--- src/rtl/grn_pkg.sv ---
// Shared constants and helpers for gene-node (GRN) datapath blocks.
//   - Default gene-state and step-counter widths.
//   - clamp_div: forces a rate divider to be at least 1.
//   - phase_w:   phase-counter width for a divider, never less than 1 bit.
package grn_pkg;

  localparam int unsigned DefWidth = 1;
  localparam int unsigned DefCntW  = 16;

  function automatic int unsigned clamp_div(input int unsigned div);
    return (div < 1) ? 1 : div;
  endfunction

  function automatic int unsigned phase_w(input int unsigned div);
    int unsigned c;
    c = clamp_div(div);
    return (c <= 2) ? 1 : $clog2(c);
  endfunction

endpackage

--- src/rtl/grn_rate_div.sv ---
// Strobe rate divider: emits one fire pulse every DIV start strobes.
// Ports:
//   clk, rst_n : clock, asynchronous active-low reset (phase clears to 0)
//   start      : input strobe to be divided
//   load       : synchronous preload; phase goes to DIV-1 so the next start fires
//   freeze     : stall; start is ignored and phase holds
//   fire       : combinational, high in the cycle whose start completes the count
module grn_rate_div
  import grn_pkg::*;
#(
  parameter int unsigned DIV = 2
) (
  input  logic clk,
  input  logic rst_n,
  input  logic start,
  input  logic load,
  input  logic freeze,
  output logic fire
);

  localparam int unsigned DivC   = clamp_div(DIV);
  localparam int unsigned PhaseW = phase_w(DIV);
  localparam logic [PhaseW-1:0] Last = PhaseW'(DivC - 1);

  logic [PhaseW-1:0] phase_q, phase_d;

  assign fire = start & ~load & ~freeze & (phase_q == Last);

  always_comb begin
    phase_d = phase_q;
    if (load) begin
      phase_d = Last;
    end else if (!freeze && start) begin
      phase_d = (phase_q == Last) ? '0 : phase_q + PhaseW'(1);
    end
  end

  always_ff @(posedge clk or negedge rst_n) begin
    if (!rst_n) begin
      phase_q <= '0;
    end else begin
      phase_q <= phase_d;
    end
  end

endmodule

--- src/rtl/no_vav_gen.sv ---
// Two-copy gene node for tortoise/hare attractor detection.
// s0 (slow copy) updates once per SLOW_DIV start_s0 strobes, s1 (fast copy) on every
// start_s1 strobe. A saturating step counter tracks fast updates, and match flags
// s0==s1 once at least one fast step has been taken.
// Ports:
//   clk, rst_n        : clock, asynchronous active-low reset
//   reset_nos         : synchronous re-init; loads init_state into both copies
//   init_state        : value loaded on reset_nos
//   start_s0/start_s1 : slow / fast update strobes
//   freeze            : stall; all state holds and strobes are dropped
//   next_s0/next_s1   : next-state values from the network update logic
//   s0, s1            : state registers
//   vav_s0, vav_s1    : copies of s0/s1 broadcast to neighbour nodes
//   step_cnt          : fast updates since last reset_nos (saturating)
//   cnt_sat           : sticky, step_cnt reached all-ones
//   match             : registered (s0==s1 && step_cnt!=0), one cycle behind state
module no_vav_gen
  import grn_pkg::*;
#(
  parameter int unsigned WIDTH    = DefWidth,
  parameter int unsigned SLOW_DIV = 2,
  parameter int unsigned CNT_W    = DefCntW
) (
  input  logic             clk,
  input  logic             rst_n,
  input  logic             reset_nos,
  input  logic [WIDTH-1:0] init_state,
  input  logic             start_s0,
  input  logic             start_s1,
  input  logic             freeze,
  input  logic [WIDTH-1:0] next_s0,
  input  logic [WIDTH-1:0] next_s1,
  output logic [WIDTH-1:0] s0,
  output logic [WIDTH-1:0] s1,
  output logic [WIDTH-1:0] vav_s0,
  output logic [WIDTH-1:0] vav_s1,
  output logic [CNT_W-1:0] step_cnt,
  output logic             cnt_sat,
  output logic             match
);

  localparam logic [CNT_W-1:0] CntMax = '1;

  logic [WIDTH-1:0] s0_q, s0_d, s1_q, s1_d;
  logic [CNT_W-1:0] cnt_q, cnt_d;
  logic             sat_q, sat_d;
  logic             match_q, match_d;
  logic             s0_fire;

  grn_rate_div #(
    .DIV (SLOW_DIV)
  ) u_rate_div (
    .clk    (clk),
    .rst_n  (rst_n),
    .start  (start_s0),
    .load   (reset_nos),
    .freeze (freeze),
    .fire   (s0_fire)
  );

  always_comb begin
    s0_d    = s0_q;
    s1_d    = s1_q;
    cnt_d   = cnt_q;
    sat_d   = sat_q;
    match_d = match_q;
    if (reset_nos) begin
      s0_d    = init_state;
      s1_d    = init_state;
      cnt_d   = '0;
      sat_d   = 1'b0;
      match_d = 1'b0;
    end else if (!freeze) begin
      // s0_fire already folds in freeze/reset_nos priority
      if (s0_fire) begin
        s0_d = next_s0;
      end
      if (start_s1) begin
        s1_d = next_s1;
        if (cnt_q != CntMax) begin
          cnt_d = cnt_q + CNT_W'(1);
        end
        if (cnt_d == CntMax) begin
          sat_d = 1'b1;
        end
      end
      // Built from the current register outputs, so match trails the state by one edge
      match_d = (s0_q == s1_q) && (cnt_q != '0);
    end
  end

  always_ff @(posedge clk or negedge rst_n) begin
    if (!rst_n) begin
      s0_q    <= '0;
      s1_q    <= '0;
      cnt_q   <= '0;
      sat_q   <= 1'b0;
      match_q <= 1'b0;
    end else begin
      s0_q    <= s0_d;
      s1_q    <= s1_d;
      cnt_q   <= cnt_d;
      sat_q   <= sat_d;
      match_q <= match_d;
    end
  end

  assign s0       = s0_q;
  assign s1       = s1_q;
  assign vav_s0   = s0_q;
  assign vav_s1   = s1_q;
  assign step_cnt = cnt_q;
  assign cnt_sat  = sat_q;
  assign match    = match_q;

endmodule
--- config.mk ---
export PLATFORM = sky130hd
export DESIGN_NAME = no_vav_gen
export DESIGN_NICKNAME = d
export VERILOG_FILES = /design/src/rtl/grn_pkg.sv /design/src/rtl/grn_rate_div.sv /design/src/rtl/no_vav_gen.sv
export SDC_FILE = /design/constraint.sdc
export NUM_CORES = 1
export LEC_CHECK = 0
export ABC_AREA = 1
export ABC_CLOCK_PERIOD_IN_PS = 3900
export CAP_MARGIN = 20
export CORE_MARGIN = 3
export CORE_UTILIZATION = 25
export DETAILED_ROUTE_END_ITERATION = 7
export SLEW_MARGIN = 30
export SYNTH_ARGS = -nofsm -noshare
export SYNTH_HDL_FRONTEND = slang
export SYNTH_SLANG_ARGS = --single-unit
--- constraint.sdc ---
create_clock -name clk -period 3.9 [get_ports clk]
set_input_delay 1.17 -clock clk [delete_from_list [all_inputs] [get_ports clk]]
set_output_delay 1.17 -clock clk [all_outputs]
set_load 0.005 [all_outputs]
* After elaboration in Yosys (flattened, before gate mapping)
Cells that the tools add are included.
Storage, ports and cells: input bits 9, register bits after elaboration 21, output and inout bits 22, word-level logic and storage cells 50
Operators by class: multiplexer cells 22, add/subtract/negate cells 2, eq/ne operators 4, reductions and logical operators 11, bitwise logic cells 5
Operator list (number):
- 2-to-1 mux 16 bit | 7
- adder 16 x 1 -> 16 bit (second input constant) | 1
- equality test 16 bit (second input constant) | 1
- inequality test 16 bit (second input constant) | 1
- nonzero test 16 bit | 1
- 2-to-1 mux 1 bit | 15
- nonzero test 2 bit | 4
- AND reduction 2 bit | 2
- bitwise AND 1 bit | 3
- AND reduction 3 bit | 1
- logical AND 1 bit | 2
- inequality test 2 bit (second input constant) | 1
- inverter 1 bit | 2
- adder 1 bit (second input constant) | 1
- equality test 1 bit | 1
- logical NOT 1 bit | 1

* Logic depth before layout (Yosys ltp)
depth in word-level cells 10, gate-level depth with buffers 12, depth with buffers taken out 12

* Hierarchy
Synthesis repeated with hierarchy kept, for this count alone.
Second synthesis, totals: cell total of the unflattened synthesis 206, area, all modules 1478.9 um2
Modules (own cells, without submodules):
- no_vav_gen | seq. area each 500.5 um2, cells an instance 197, area an instance 1412.6 um2, instances 1
- grn_rate_div | seq. area each 25.0 um2, cells an instance 9, area an instance 66.3 um2, instances 1

* Least setup slack after synthesis
Ideal clock, no wire load.
kind input to register, start point input freeze, end point register sat_q (netlist: cnt_sat), setup time 73 ps, data required time 3827 ps, path slack 1904 ps, cell stages on the path 9, buffers on the path 0, arrival time 1923 ps, cells stage by stage inv_1 nand2_1 nand2_1 inv_1 nor2_1 nand2_1 nor2_1 nand3_1 a21oi_2
Between the ends: word-level cells in the longest chain between the ends 2
Ends and longest elaborated chain:
- start, declared | line no_vav_gen.sv:30 | input logic freeze,
- inequality test 2 bit (no line)
- AND reduction 3 bit (no line)
- end signal, assigned | line no_vav_gen.sv:103 | sat_q <= sat_d;
- end, declared | line no_vav_gen.sv:46 | logic sat_q, sat_d;
Every way passes these cells. A chain may end at the register's enable or synchronous reset.

* Final worst setup path
start point input reset_nos, end point register sat_q (netlist: cnt_sat)
Between the ends: word-level cells in the longest chain between the ends 2, elaborated cells between the ends (all ways) 5, those cells by class eq/ne: 1; mux: 1; reduce/logical: 3
Ends and longest elaborated chain:
- start, declared | line no_vav_gen.sv:26 | input logic reset_nos,
- inequality test 2 bit (no line) or nonzero test 2 bit (tied branches)
- AND reduction 3 bit (no line)
Parallel ways exist; a longest one is shown, timed or not.

==> flow_metrics.env <==
export IMPL_startpoint_type="input pin"
export IMPL_hp_class="reg2reg"
export IMPL_synth_edf_count=0
export IMPL_grt_pass1_vias=1476
export IMPL_powerDensity_nw_per_um2=229.2
export IMPL_reg2regPathDepth=11
export IMPL_overflow=0
export IMPL_grt_max_degree=22
export IMPL_tightest_slew_ns=0.5805
export IMPL_crit_fanout=17
export IMPL_max_clock_path_buffers=2
export IMPL_slew_headroom=0.6116
export IMPL_cts_tree="done"
export IMPL_final_setup_skew_ns=0.007941
export IMPL_worstSetupPathType="in2reg"
export IMPL_utilization=0.3360
export IMPL_cp_top_family="buffers and inverters"
export IMPL_synth_most_common_cell="nand2_1"
export IMPL_slowest_stage="clkdlybuf4s50_1"
export IMPL_antenna_found_initial=0
export IMPL_via_per_inst=4.749
export IMPL_rows=27
export IMPL_synthDistinctLibCells=26
export IMPL_final_max_slew_viol_count=0
export IMPL_io_pins=31
export IMPL_maxCapViolCount=0
export IMPL_vdd_drop_max_mv=0.1066
export IMPL_worst_path_stages=9
export IMPL_areaGrowthSynthToFinish_pct=28.50
export IMPL_firstDrtPassIters=4
export IMPL_crit_buf_inv=3
export IMPL_port_buffers=30
export IMPL_drc=0
export IMPL_stdcell_count=315
export IMPL_routed_wl_um=4182
export IMPL_htree_levels=1
export IMPL_fill_cells=609
export IMPL_ctsResizeCount=0
export IMPL_avgSynthCellArea_um2=6.876
export IMPL_synth_top_area_share=0.3605
export IMPL_cts_inserted_buffers=3
export IMPL_slowest_delay_ns=0.58
export IMPL_synthTopCellsByArea="dfrtp_1 (36%), nand2_1 (16%), nand3_1 (6.2%)"
export IMPL_finalPower_uw=429.3
export IMPL_synth_common_cells="nand2_1 (63), inv_1 (24), dfrtp_1 (21), nor2_1 (21)"
export IMPL_seqCellArea_um2=525.5
export IMPL_hold_viol_final=0
export IMPL_setup_worst_path_start="reset_nos"
export IMPL_synth_area_um2=1458
export IMPL_cp_cell_sequence="clkdlybuf4s50_1 -> inv_1 -> nand2_1 -> inv_1 -> nor2_1 -> nand2_1 -> nor2_1 -> nand3_1 -> a21oi_2"
export IMPL_reg2reg_from="step_cnt[0]"
export IMPL_drtAntennaViolNets=0
export IMPL_hold_depth=2
export IMPL_num_antenna_cells=0
export IMPL_routedWlPerCell_um=13.28
export IMPL_dp_hpwl_um=3258
export IMPL_final_nets=255
export IMPL_yosysSeqAreaShare=0.3605
export IMPL_drive_gt1_frac=0.08230
export IMPL_setup_viol=0
export IMPL_arrival_ns=2.90
export IMPL_critical_path_required_ns=4.10
export IMPL_cp_end_kind="flip-flop"
export IMPL_cts_sinks=21
export IMPL_drt_iter0_markers=114
export IMPL_syn_num_nets=223
export IMPL_synthArstFlopShare=1.000
export IMPL_core_um2=5574
export IMPL_synth_cells=212
export IMPL_hold_buffers=0
export IMPL_dp_cells=311
export IMPL_multiInputGateArea_um2=809.5
export IMPL_min_from="cnt_sat"
export IMPL_gp_congestion=0.8986
export IMPL_rsz0062_at_grt="false"
export IMPL_grtUsageTotal=0.1367
export IMPL_post_cts_buffers=0
export IMPL_tns_ns=0
export IMPL_clk_pin_slew_ns=0.09
export IMPL_start_util=0.2615
export IMPL_grt_pass1_wl_um=7079
export IMPL_status="finished clean"
export IMPL_layout_min_cycle_time_ns=2.695
export IMPL_p_leak_nw=0.8379
export IMPL_ys_warn_count=0
export IMPL_vias=1496
export IMPL_period_share=0.6909
export IMPL_die_h_um=82.36
export IMPL_ys_flop_type="dfrtp_1"
export IMPL_ys_ff_latch=21
export IMPL_worst_skew_pair_late_latency_ns=0.27
export IMPL_dieWidth_um=82.36
export IMPL_root_buffer="clkbuf_8"
export IMPL_synth_top_area_cell="dfrtp_1"
export IMPL_max_freq_mhz=371.1
export IMPL_fp_dieArea_um2=6783
[tightest hold or removal path, cell delays in order (launching register included)]
cell and delay [ns]:
dfrtp_1 0.40, inv_1 0.07, a21oi_2 0.05
[sequential cells by signal (all words and copies together) (netlist names)]
register            flops
cnt_sat                 1
match                   1
s0                      1
s1                      1
step_cnt               16
u_rate_div.phase_q      1
[metal layers]
layer  up-vias  part of all wire  track usage
met1       682              0.44       0.1860
met4         0             0.010      0.04485
met3         4             0.074      0.01735
li1        752                 -            -
met2        58              0.47       0.2228
met5         -                 0            0
[per-stage QoR]
step / area (um^2) / hold slack [ns] / setup WS, ns
final: 1873 / 0.5451 / 1.205
after CTS: 1873 / 0.5489 / 1.211
after detailed placement: 1828 / 0.5228 / 0.9226
after global routing: 1873 / 0.5802 / 0.9842
after global placement: 1833 / 0.5304 / 0.9877
after floorplan: 1458 / 0.5081 / 1.904
[cell type report]
class,count,share of cell area
Multi-Input combinational cell,161,0.4322
Inverter,26,0.05344
Timing Repair Buffer,31,0.1617
Tap cell,72,0.04810
Sequential cell,21,0.2806
Clock buffer,4,0.02405
[worst paths after layout]
path                                 to  slack [ns]
max in group asynchronous   step_cnt[0]        2.69
min reg2reg                     cnt_sat        0.55
max reg2reg                     cnt_sat        1.83
min in group asynchronous  step_cnt[14]        0.86
min                             cnt_sat        0.55
max                             cnt_sat        1.21
[layout by cell type (no fill, tap or decap), types with 3 or more instances in the layout]
master           synthesis  layout
clkbuf_8                 0       3
nand2_1                 63      63
o22ai_1                  5       5
a21oi_1                  5       5
clkdlybuf4s50_1          0      29
nand2_2                  5       5
dfrtp_1                 21      21
nor2_1                  21      21
o21ai_0                 18      18
inv_1                   24      24
nand3_1                 18      18
nand4_1                  8       8
xor2_1                   4       4
[logic make-up after synthesis]
family / share of synthesized area
AO/OA/AOI/OAI: 0.1288
XOR/XNOR: 0.03004
adder cells (fa/ha/maj): 0.01716
buffers and inverters: 0.08412
flip-flops: 0.3605
AND/OR/NAND/NOR: 0.3794
[where the power goes]
part	leakage, nW	switching [mW]	internal [mW]
Sequential	0.284	0.00577	0.222
Combinational	0.531	0.0244	0.0247
Clock	0.0228	0.0792	0.0730
Total	0.838	0.109	0.320
(Power assumes the default switching activity.)
